==> config.mk <==
export PLATFORM = sky130hd
export DESIGN_NAME = spi_slave_flat
export DESIGN_NICKNAME = d
export VERILOG_FILES = /design/src/rtl/spi_pkg.sv /design/src/rtl/spi_slave_if.sv /design/src/rtl/spi_tx_serializer.sv /design/src/rtl/spi_slave.sv /design/src/flat_wrapper.sv
export SDC_FILE = /design/constraint.sdc
export NUM_CORES = 1
export LEC_CHECK = 0
export ABC_AREA = 1
export BUFFER_PORTS_ARGS = -buffer_cell sky130_fd_sc_hd__buf_2
export CAP_MARGIN = 30
export CORE_MARGIN = 3
export CORE_UTILIZATION = 30
export CTS_BUF_LIST = sky130_fd_sc_hd__clkbuf_16
export DETAILED_ROUTE_END_ITERATION = 10
export PLACE_DENSITY = 0.53
export SLEW_MARGIN = 20
export SYNTH_ARGS = -nofsm -noshare
export SYNTH_HDL_FRONTEND = slang
export SYNTH_SLANG_ARGS = --single-unit
==> constraint.sdc <==
create_clock -name clk -period 1.6 [get_ports clk]
set_input_delay 0.16 -clock clk [delete_from_list [all_inputs] [get_ports clk]]
set_output_delay 0.16 -clock clk [all_outputs]
set_load 0.02 [all_outputs]
==> src/rtl/spi_pkg.sv <==
// Shared types and defaults for the SPI slave front end.
// Optional feature macro: SPI_SLAVE_TX_TIMEOUT_EN (read-byte wait timeout).
package spi_pkg;

  localparam int RX_W_DEF       = 10;
  localparam int TX_W_DEF       = 8;
  localparam int TX_TIMEOUT_DEF = 16;

  // RAM command encodings carried in rx_data[9:8]; the slave itself only looks at bit 9.
  localparam logic [1:0] CMD_WR_ADDR = 2'b00;
  localparam logic [1:0] CMD_WR_DATA = 2'b01;
  localparam logic [1:0] CMD_RD_ADDR = 2'b10;
  localparam logic [1:0] CMD_RD_DATA = 2'b11;

  typedef enum logic [2:0] {
    IDLE      = 3'd0,
    CHK_CMD   = 3'd1,
    WRITE     = 3'd2,
    READ_ADD  = 3'd3,
    READ_DATA = 3'd4
  } spi_state_e;

endpackage

==> src/rtl/spi_slave_if.sv <==
// SPI pins plus the RAM-side word/byte handshake, grouped for the slave front end.
// Optional feature macro: SPI_SLAVE_TX_TIMEOUT_EN (drives tx_timeout when defined).
interface spi_slave_if
  import spi_pkg::*;
#(
  parameter int RX_W = RX_W_DEF,
  parameter int TX_W = TX_W_DEF
);
  logic            MOSI;
  logic            SS_n;
  logic            MISO;
  logic [RX_W-1:0] rx_data;
  logic            rx_valid;
  logic [TX_W-1:0] tx_data;
  logic            tx_valid;
  logic            tx_timeout;

  modport slave (
    input  MOSI, SS_n, tx_data, tx_valid,
    output MISO, rx_data, rx_valid, tx_timeout
  );

  modport master (
    output MOSI, SS_n, tx_data, tx_valid,
    input  MISO, rx_data, rx_valid, tx_timeout
  );
endinterface

==> src/rtl/spi_tx_serializer.sv <==
// Shifts one RAM read byte out on MISO, MSB first; owns the read-wait timeout counter
// when SPI_SLAVE_TX_TIMEOUT_EN is defined.
module spi_tx_serializer #(
  parameter int TX_W = 8
`ifdef SPI_SLAVE_TX_TIMEOUT_EN
  , parameter int TX_TIMEOUT = 16
`endif
) (
  input  logic            clk,
  input  logic            rst_n,
  input  logic            load_i,
  input  logic [TX_W-1:0] data_i,
  input  logic            abort_i,
  output logic            miso_o,
  output logic            busy_o
`ifdef SPI_SLAVE_TX_TIMEOUT_EN
  , input  logic          wait_i,
  output logic            fire_o,
  output logic            timeout_o
`endif
);
  localparam int CW = $clog2(TX_W);
  localparam logic [CW-1:0] LAST = CW'(TX_W - 1);

  logic            miso_q, miso_d;
  logic            busy_q, busy_d;
  logic [TX_W-1:0] sh_q, sh_d;
  logic [CW-1:0]   cnt_q, cnt_d;

  // cnt holds the number of bits still to drive after the one currently on MISO.
  always_comb begin
    miso_d = miso_q;
    busy_d = busy_q;
    sh_d   = sh_q;
    cnt_d  = cnt_q;
    if (abort_i) begin
      miso_d = 1'b0;
      busy_d = 1'b0;
      sh_d   = '0;
      cnt_d  = '0;
    end else if (load_i) begin
      miso_d = data_i[TX_W-1];
      sh_d   = {data_i[TX_W-2:0], 1'b0};
      cnt_d  = LAST;
      busy_d = 1'b1;
    end else if (busy_q) begin
      if (cnt_q == '0) begin
        miso_d = 1'b0;
        busy_d = 1'b0;
      end else begin
        miso_d = sh_q[TX_W-1];
        sh_d   = {sh_q[TX_W-2:0], 1'b0};
        cnt_d  = cnt_q - 1'b1;
      end
    end
  end

  always_ff @(posedge clk) begin
    if (!rst_n) begin
      miso_q <= 1'b0;
      busy_q <= 1'b0;
      sh_q   <= '0;
      cnt_q  <= '0;
    end else begin
      miso_q <= miso_d;
      busy_q <= busy_d;
      sh_q   <= sh_d;
      cnt_q  <= cnt_d;
    end
  end

  assign miso_o = miso_q;
  assign busy_o = busy_q;

`ifdef SPI_SLAVE_TX_TIMEOUT_EN
  localparam int TW = (TX_TIMEOUT > 2) ? $clog2(TX_TIMEOUT) : 1;
  localparam logic [TW-1:0] TO_LAST = TW'(TX_TIMEOUT - 1);

  logic [TW-1:0] to_cnt_q, to_cnt_d;
  logic          timeout_q, timeout_d;

  // A tx_valid on the final allowed edge still wins over the timeout.
  assign fire_o = wait_i && !load_i && (to_cnt_q == TO_LAST);

  always_comb begin
    to_cnt_d  = wait_i ? to_cnt_q + 1'b1 : '0;
    timeout_d = fire_o;
  end

  always_ff @(posedge clk) begin
    if (!rst_n) begin
      to_cnt_q  <= '0;
      timeout_q <= 1'b0;
    end else begin
      to_cnt_q  <= to_cnt_d;
      timeout_q <= timeout_d;
    end
  end

  assign timeout_o = timeout_q;
`endif

endmodule

==> src/rtl/spi_slave.sv <==
// SPI slave front end: deserializes 10-bit command words for the RAM and returns read bytes.
// Optional feature macro: SPI_SLAVE_TX_TIMEOUT_EN (abort a read-data wait after TX_TIMEOUT cycles).
module spi_slave
  import spi_pkg::*;
#(
  parameter int RX_W = RX_W_DEF,
  parameter int TX_W = TX_W_DEF
`ifdef SPI_SLAVE_TX_TIMEOUT_EN
  , parameter int TX_TIMEOUT = TX_TIMEOUT_DEF
`endif
) (
  input logic       clk,
  input logic       rst_n,
  spi_slave_if.slave bus
);
  localparam int CW = $clog2(RX_W + 1);
  localparam logic [CW-1:0] BIT_LAST = CW'(RX_W - 1);
  localparam logic [CW-1:0] BIT_DONE = CW'(RX_W);

  spi_state_e      state_q, state_d;
  logic [CW-1:0]   bit_cnt_q, bit_cnt_d;
  logic [RX_W-2:0] rx_sh_q, rx_sh_d;
  logic [RX_W-1:0] rx_data_q, rx_data_d;
  logic            rx_valid_q, rx_valid_d;
  logic            rd_addr_flag_q, rd_addr_flag_d;
  logic            tx_done_q, tx_done_d;

  logic sample, tx_wait, tx_load, tx_fire, tx_busy;

  assign sample  = (state_q != IDLE) && (bit_cnt_q != BIT_DONE);
  // Only the post-completion READ_DATA wait listens to tx_valid, and only once per frame.
  assign tx_wait = (state_q == READ_DATA) && (bit_cnt_q == BIT_DONE) && !tx_done_q
                   && !tx_busy && !bus.SS_n;
  assign tx_load = tx_wait && bus.tx_valid;

  always_comb begin
    state_d        = state_q;
    bit_cnt_d      = bit_cnt_q;
    rx_sh_d        = rx_sh_q;
    rx_data_d      = rx_data_q;
    rx_valid_d     = 1'b0;
    rd_addr_flag_d = rd_addr_flag_q;
    tx_done_d      = tx_done_q;

    if (sample) begin
      rx_sh_d   = {rx_sh_q[RX_W-3:0], bus.MOSI};
      bit_cnt_d = bit_cnt_q + 1'b1;
      if (bit_cnt_q == BIT_LAST) begin
        rx_data_d  = {rx_sh_q, bus.MOSI};
        rx_valid_d = 1'b1;
        if (state_q == READ_ADD) rd_addr_flag_d = 1'b1;
      end
    end

    if (state_q == CHK_CMD) begin
      if (bus.MOSI == CMD_RD_ADDR[1]) state_d = rd_addr_flag_q ? READ_DATA : READ_ADD;
      else                            state_d = WRITE;
    end

    if (tx_load || tx_fire) begin
      rd_addr_flag_d = 1'b0;
      tx_done_d      = 1'b1;
    end

    if (state_q == IDLE) begin
      bit_cnt_d = '0;
      rx_sh_d   = '0;
      tx_done_d = 1'b0;
      if (!bus.SS_n) state_d = CHK_CMD;
    end else if (bus.SS_n) begin
      state_d = IDLE;
    end
  end

  always_ff @(posedge clk) begin
    if (!rst_n) begin
      state_q        <= IDLE;
      bit_cnt_q      <= '0;
      rx_sh_q        <= '0;
      rx_data_q      <= '0;
      rx_valid_q     <= 1'b0;
      rd_addr_flag_q <= 1'b0;
      tx_done_q      <= 1'b0;
    end else begin
      state_q        <= state_d;
      bit_cnt_q      <= bit_cnt_d;
      rx_sh_q        <= rx_sh_d;
      rx_data_q      <= rx_data_d;
      rx_valid_q     <= rx_valid_d;
      rd_addr_flag_q <= rd_addr_flag_d;
      tx_done_q      <= tx_done_d;
    end
  end

  spi_tx_serializer #(
    .TX_W       (TX_W)
`ifdef SPI_SLAVE_TX_TIMEOUT_EN
    , .TX_TIMEOUT (TX_TIMEOUT)
`endif
  ) u_tx (
    .clk     (clk),
    .rst_n   (rst_n),
    .load_i  (tx_load),
    .data_i  (bus.tx_data),
    .abort_i (bus.SS_n),
    .miso_o  (bus.MISO),
    .busy_o  (tx_busy)
`ifdef SPI_SLAVE_TX_TIMEOUT_EN
    , .wait_i    (tx_wait),
    .fire_o    (tx_fire),
    .timeout_o (bus.tx_timeout)
`endif
  );

`ifndef SPI_SLAVE_TX_TIMEOUT_EN
  assign tx_fire        = 1'b0;
  assign bus.tx_timeout = 1'b0;
`endif

  assign bus.rx_data  = rx_data_q;
  assign bus.rx_valid = rx_valid_q;

endmodule

==> src/flat_wrapper.sv <==
// flat-port wrapper written by rule: the top's interface ports become plain ports
module spi_slave_flat import spi_pkg::*;
#(
  parameter int RX_W = RX_W_DEF,
  parameter int TX_W = TX_W_DEF

)
  (clk, rst_n, bus_MOSI, bus_SS_n, bus_tx_data, bus_tx_valid, bus_MISO, bus_rx_data, bus_rx_valid, bus_tx_timeout);
  spi_slave_if #(.RX_W(RX_W), .TX_W(TX_W)) bus_i ();
  input logic clk;
  input logic rst_n;
  input wire logic [$bits(bus_i.MOSI)-1:0] bus_MOSI;
  input wire logic [$bits(bus_i.SS_n)-1:0] bus_SS_n;
  input wire logic [$bits(bus_i.tx_data)-1:0] bus_tx_data;
  input wire logic [$bits(bus_i.tx_valid)-1:0] bus_tx_valid;
  output wire logic [$bits(bus_i.MISO)-1:0] bus_MISO;
  output wire logic [$bits(bus_i.rx_data)-1:0] bus_rx_data;
  output wire logic [$bits(bus_i.rx_valid)-1:0] bus_rx_valid;
  output wire logic [$bits(bus_i.tx_timeout)-1:0] bus_tx_timeout;
  assign bus_i.MOSI = bus_MOSI;
  assign bus_i.SS_n = bus_SS_n;
  assign bus_i.tx_data = bus_tx_data;
  assign bus_i.tx_valid = bus_tx_valid;
  assign bus_MISO = bus_i.MISO;
  assign bus_rx_data = bus_i.rx_data;
  assign bus_rx_valid = bus_i.rx_valid;
  assign bus_tx_timeout = bus_i.tx_timeout;
  spi_slave #(.RX_W(RX_W), .TX_W(TX_W)) u_core (.clk(clk), .rst_n(rst_n), .bus(bus_i));
endmodule
# Yosys cells after proc, flatten, opt, wreduce, memory -nomap -nowiden
# Index checks and enable logic that the tools add are counted.
[word_totals]
out_inout_bits = 13
regBits = 41
elab_cells = 60
[op_classes]
n_addsub = 2
n_mux = 19
bitwise_logic = 1
n_eq_ne = 7
reduce_logical = 20
[op_table]
columns = ["cell", "count"]
rows = [
  ["$mux W3", 9],
  ["$mux W8", 3],
  ["$eq A4 B4 Y1 const B", 2],
  ["$mux W1", 7],
  ["$logic_and A1 B1 Y1", 6],
  ["$logic_not A3 Y1", 2],
  ["$reduce_and A2 Y1", 3],
  ["$reduce_or A2 Y1", 3],
  ["$add A4 B1 Y4 const B", 1],
  ["$ne A4 B4 Y1 const B", 1],
  ["$eq A3 B1 Y1 const B", 1],
  ["$eq A3 B2 Y1 const B", 1],
  ["$eq A3 B3 Y1 const B", 1],
  ["$logic_not A1 Y1", 3],
  ["$reduce_and A3 Y1", 1],
  ["$reduce_bool A3 Y1", 1],
  ["$sub A3 B1 Y3 const B", 1],
  ["$ne A2 B1 Y1 const B", 1],
  ["$reduce_bool A2 Y1", 1],
  ["$not A1 Y1", 1],
]

# Depth between registers and ports, before layout
[logic_depth]
word_depth = 8
ltp_mapped = 9
depth_no_buf = 8

# Hierarchy
# A second synthesis with hierarchy kept.
[unflattened]
hier_cells = 252
area_unflattened_um2 = 1869.3
[by_module_without_submodules]
columns = ["module", "cells_each", "n_inst", "seq_area_each_um2", "area_per_inst_um2"]
rows = [
  ["spi_slave", 162, 1, 580.6, 1231.2],
  ["spi_tx_serializer", 90, 1, 240.2, 638.1],
]

# Least setup slack after synthesis
# Ideal clock, no wire load.
[synth_timing]
path_kind = "register to register"
startpoint = "register u_core.bit_cnt_q[0]"
endpoint = "register u_core.rx_data_q[1], in the netlist u_core.bus.rx_data[1]"
path_buffers = 0
arrival_time_ns = 1.225
path_slack_ns = 0.260
stages_incl_launch_ff = 9
required_time_ns = 1.484
path_cell_list = "dfxtp_1 > inv_1 > ha_1 > nand3_4 > nand2_4 > nor2_4 > inv_1 > nor2_1 > nor2_1"
[synth_between]
elab_chain_cells = 3
[synth_rtl]
columns = ["item", "line_no", "text"]
rows = [
  ["start: declaration", "spi_slave.sv:21", "logic [CW-1:0] bit_cnt_q, bit_cnt_d;"],
  ["start signal: assignment", "spi_slave.sv:86", "bit_cnt_q <= bit_cnt_d;"],
  ["$ne A4 B4 Y1", "spi_slave.sv:30", "assign sample = (state_q != IDLE) && (bit_cnt_q != BIT_DONE);"],
  ["$logic_and A1 B1 Y1", "spi_slave.sv:30", ""],
  ["$reduce_and A2 Y1 (no source line) *", "--", ""],
  ["end signal: assignment", "spi_slave.sv:88", "rx_data_q <= rx_data_d;"],
  ["end: declaration", "spi_slave.sv:23", "logic [RX_W-1:0] rx_data_q, rx_data_d;"],
]
# Every way passes the cells marked *; elsewhere a longest branch is shown, timed or not.
# A chain may end at the register's enable or synchronous reset.

# Worst setup path in the final report
[layout_timing]
startpoint = "register u_core.bit_cnt_q[0]"
endpoint = "register u_core.rx_data_q[5], in the netlist u_core.bus.rx_data[5]"
# The elaborated chain is that of the path after synthesis.

==> impl_metrics.ini <==
[status]
status = finished clean

[drt]
ant_nets = 0
drc = 0
vias = 1619
drtIter0Drc = 73
dr.pass1.iters = 4
wl_per_cell_microns = 11.27
via_per_inst = 4.626
drt_wl_total_microns = 3945

[timing]
period_share = 0.9037
final.setup_skew_ps = 7.851
fin_hold_ws_ps = 97.24
setup_tns_ps = 0
rsz0062_at_grt = no
max_freq_mhz = 691.6
layout_min_cycle_time_ps = 1446
setup_violations = 0
finalMaxSlewViolations = 0
fin_ws_ps = 154.1
hold_viol = 0

[setup_path]
setup.worst_path.start_class = flop
arrival_ps = 1620
path_buf_inv = 2
critPathRequiredTime_ps = 1780
path_class = flop to flop
slowest_stage = dfxtp_1
path_delay_family = simple AND/OR/NAND/NOR gates
path_cells = inv_1 -> ha_1 -> nand3_4 -> nand2_4 -> nor2_4 -> inv_1 -> nor2_1 -> nor2_1
cp.depth = 8
path_max_fanout = 8
endpoint_kind = flop
critPathMaxStageDelay_ps = 320
reg2regPathDepth = 8

[logic_synthesis]
ys_ff_latch = 41
synthFlopType = dfxtp_1
syn_nets = 260
synth_edf_count = 0
syn_inst = 242
synthArstFlopShare = 0
synth_warnings = 0
syn_avg_cell_area_sq_um = 7.667
ys_types = 29
syn_area_sq_um = 1856
ys_seq_area_frac = 0.4423

[place]
gp_congestion = 0.7521
port_buffers = 24
pre_cts_slack_ps = 99.50
dp.cells = 341
dp_hpwl_microns = 2741

[clock_network]
clock-sinks = 41
clkTransAtPathRegs_ps = 60
worstSkewPairLatency_ps = 290
clockRootBuffer = clkbuf_16
htree_levels = 2
clockBufferDepth = 2
cts_setup_buffers = 0
cts_buffers = 5
cts_tree = yes
cts_hold_buf = 0

[floorplanning]
initial_core_util = 0.3116
dieHeight_microns = 84.65
num_rows = 28
die_area_sq_um = 7165
die_w_microns = 84.65
design.core.area_sq_um = 5956
pin_count = 26

[grt]
grt_use_met3 = 0.03238
antenna_found_initial = 0
busiest_layer = met2
grt_usage = 0.1162
met1_usage = 0.1510
grt_max_degree = 22
grt_pass1_vias = 1479
grt-ovfl-total = 0
grt_pass1_wl_microns = 6768
met2_usage = 0.1794

[cells_and_area]
layout-drive-gt1-share = 0.2218
final_core_util = 0.3777
final_cell_mix = nand2_1 (47), dfxtp_1 (41), nor2_1 (29)
final_cells = 350
diodes = 0
syn2layout_area_growth_pct = 21.24
nNetsFinal = 292
final_common_cell = nand2_1

[pwr]
peakVddDrop_mv = 0.3506
p_int_uw = 1797
powerDensity_nw_per_um2 = 1015
combPwrFrac = 0.054
p_sw_uw = 485.3
p_leak_uw = 0.0009607
p_clk_frac = 0.491
swShare = 0.2126
seq_power_share = 0.455

[min_path]
min-delay-path-class = primary input to flop
worstHoldPathCells = 2

[job]
cap_violations = 0
-- registers in the layout, summed over array words and instances (netlist names) --
register,count
u_core.bit_cnt_q,4
u_core.u_tx.miso_o,1
u_core.tx_done_q,1
u_core.rd_addr_flag_q,1
u_core.u_tx.cnt_q,3
u_core.bus.rx_data,10
u_core.u_tx.busy_o,1
u_core.bus.rx_valid,1
u_core.u_tx.sh_q,7
u_core.state_q,3
u_core.rx_sh_q,9
-- worst paths after layout --
| check | start | to | slack (ps) |
|---|---|---|---|
| hold reg to reg | u_core.u_tx.cnt_q[2]$_SDFFE_PP0P_ | u_core.u_tx.cnt_q[2]$_SDFFE_PP0P_ | 480 |
| hold / removal | bus_SS_n | u_core.state_q[1]$_SDFF_PN0_ | 100 |
| setup reg to reg | u_core.bit_cnt_q[0]$_SDFFE_PP0P_ | u_core.bus.rx_data[5]$_SDFFE_PN0P_ | 150 |
| setup / recovery | u_core.bit_cnt_q[0]$_SDFFE_PP0P_ | u_core.bus.rx_data[5]$_SDFFE_PN0P_ | 150 |
-- layout make-up --
| class | instances | area, sq um |
|---|---|---|
| clock buffer | 5 | 125.1 |
| clock inverter | 3 | 37.54 |
| fill | 654 | 3706 |
| inverter | 32 | 122.6 |
| multi-input combinational | 161 | 862.1 |
| sequential | 41 | 820.8 |
| tap | 75 | 93.84 |
| timing repair buffer | 33 | 187.7 |
-- synth_stat cells, drive strengths merged (2+ instances only) --
cell type,instances,area share
buf,9,0.036
nand2,49,0.10
nand3,20,0.067
a211oi,5,0.023
a21oi,24,0.079
nor3,4,0.011
inv,32,0.066
dfxtp,41,0.44
ha,5,0.034
o21ai,15,0.040
a31oi,2,0.0067
nor2,32,0.071
-- metrics by stage --
stage          total power, uW  cell area, sq um
2_1_floorplan             1141              1856
3_3_place_gp              1183              2069
3_5_place_dp              1182              2069
4_1_cts                   2312              2232
5_1_grt                   2373              2250
6_report                  2282              2250
-- power by group through the flow --
stage | Sequential [uW] | Combinational, uW | Clock (uW)
6_report | 1040 | 124 | 1120
5_1_grt | 1040 | 139 | 1200
4_1_cts | 1040 | 122 | 1150
3_5_place_dp | 1060 | 122 | 0
3_3_place_gp | 1060 | 122 | 0
2_1_floorplan | 1060 | 81.4 | 0
-- routing by layer --
layer,up-vias,share of wire
li1,845,-
met1,740,0.49
met2,26,0.45
met3,8,0.037
met4,0,0.023
met5,-,0
-- repair_timing --
action	CTS	global route
resized for setup	0	1
endpoints found under the hold margin	0	0
setup endpoints to repair	0	7
-- cell families (layout without fill, tap and decap cells) --
kind of cell	Yosys count	in the layout	share of synthesized area
AND/OR/NAND/NOR	106	107	0.2610
AO/OA/AOI/OAI	47	47	0.1537
XOR/XNOR	1	1	0.004721
flip-flops	41	41	0.4423
buffers and inverters	41	73	0.1025
other	1	1	0.002021
adder cells (fa/ha/maj)	5	5	0.03372
Note: power is estimated with default switching activity, not from simulation.
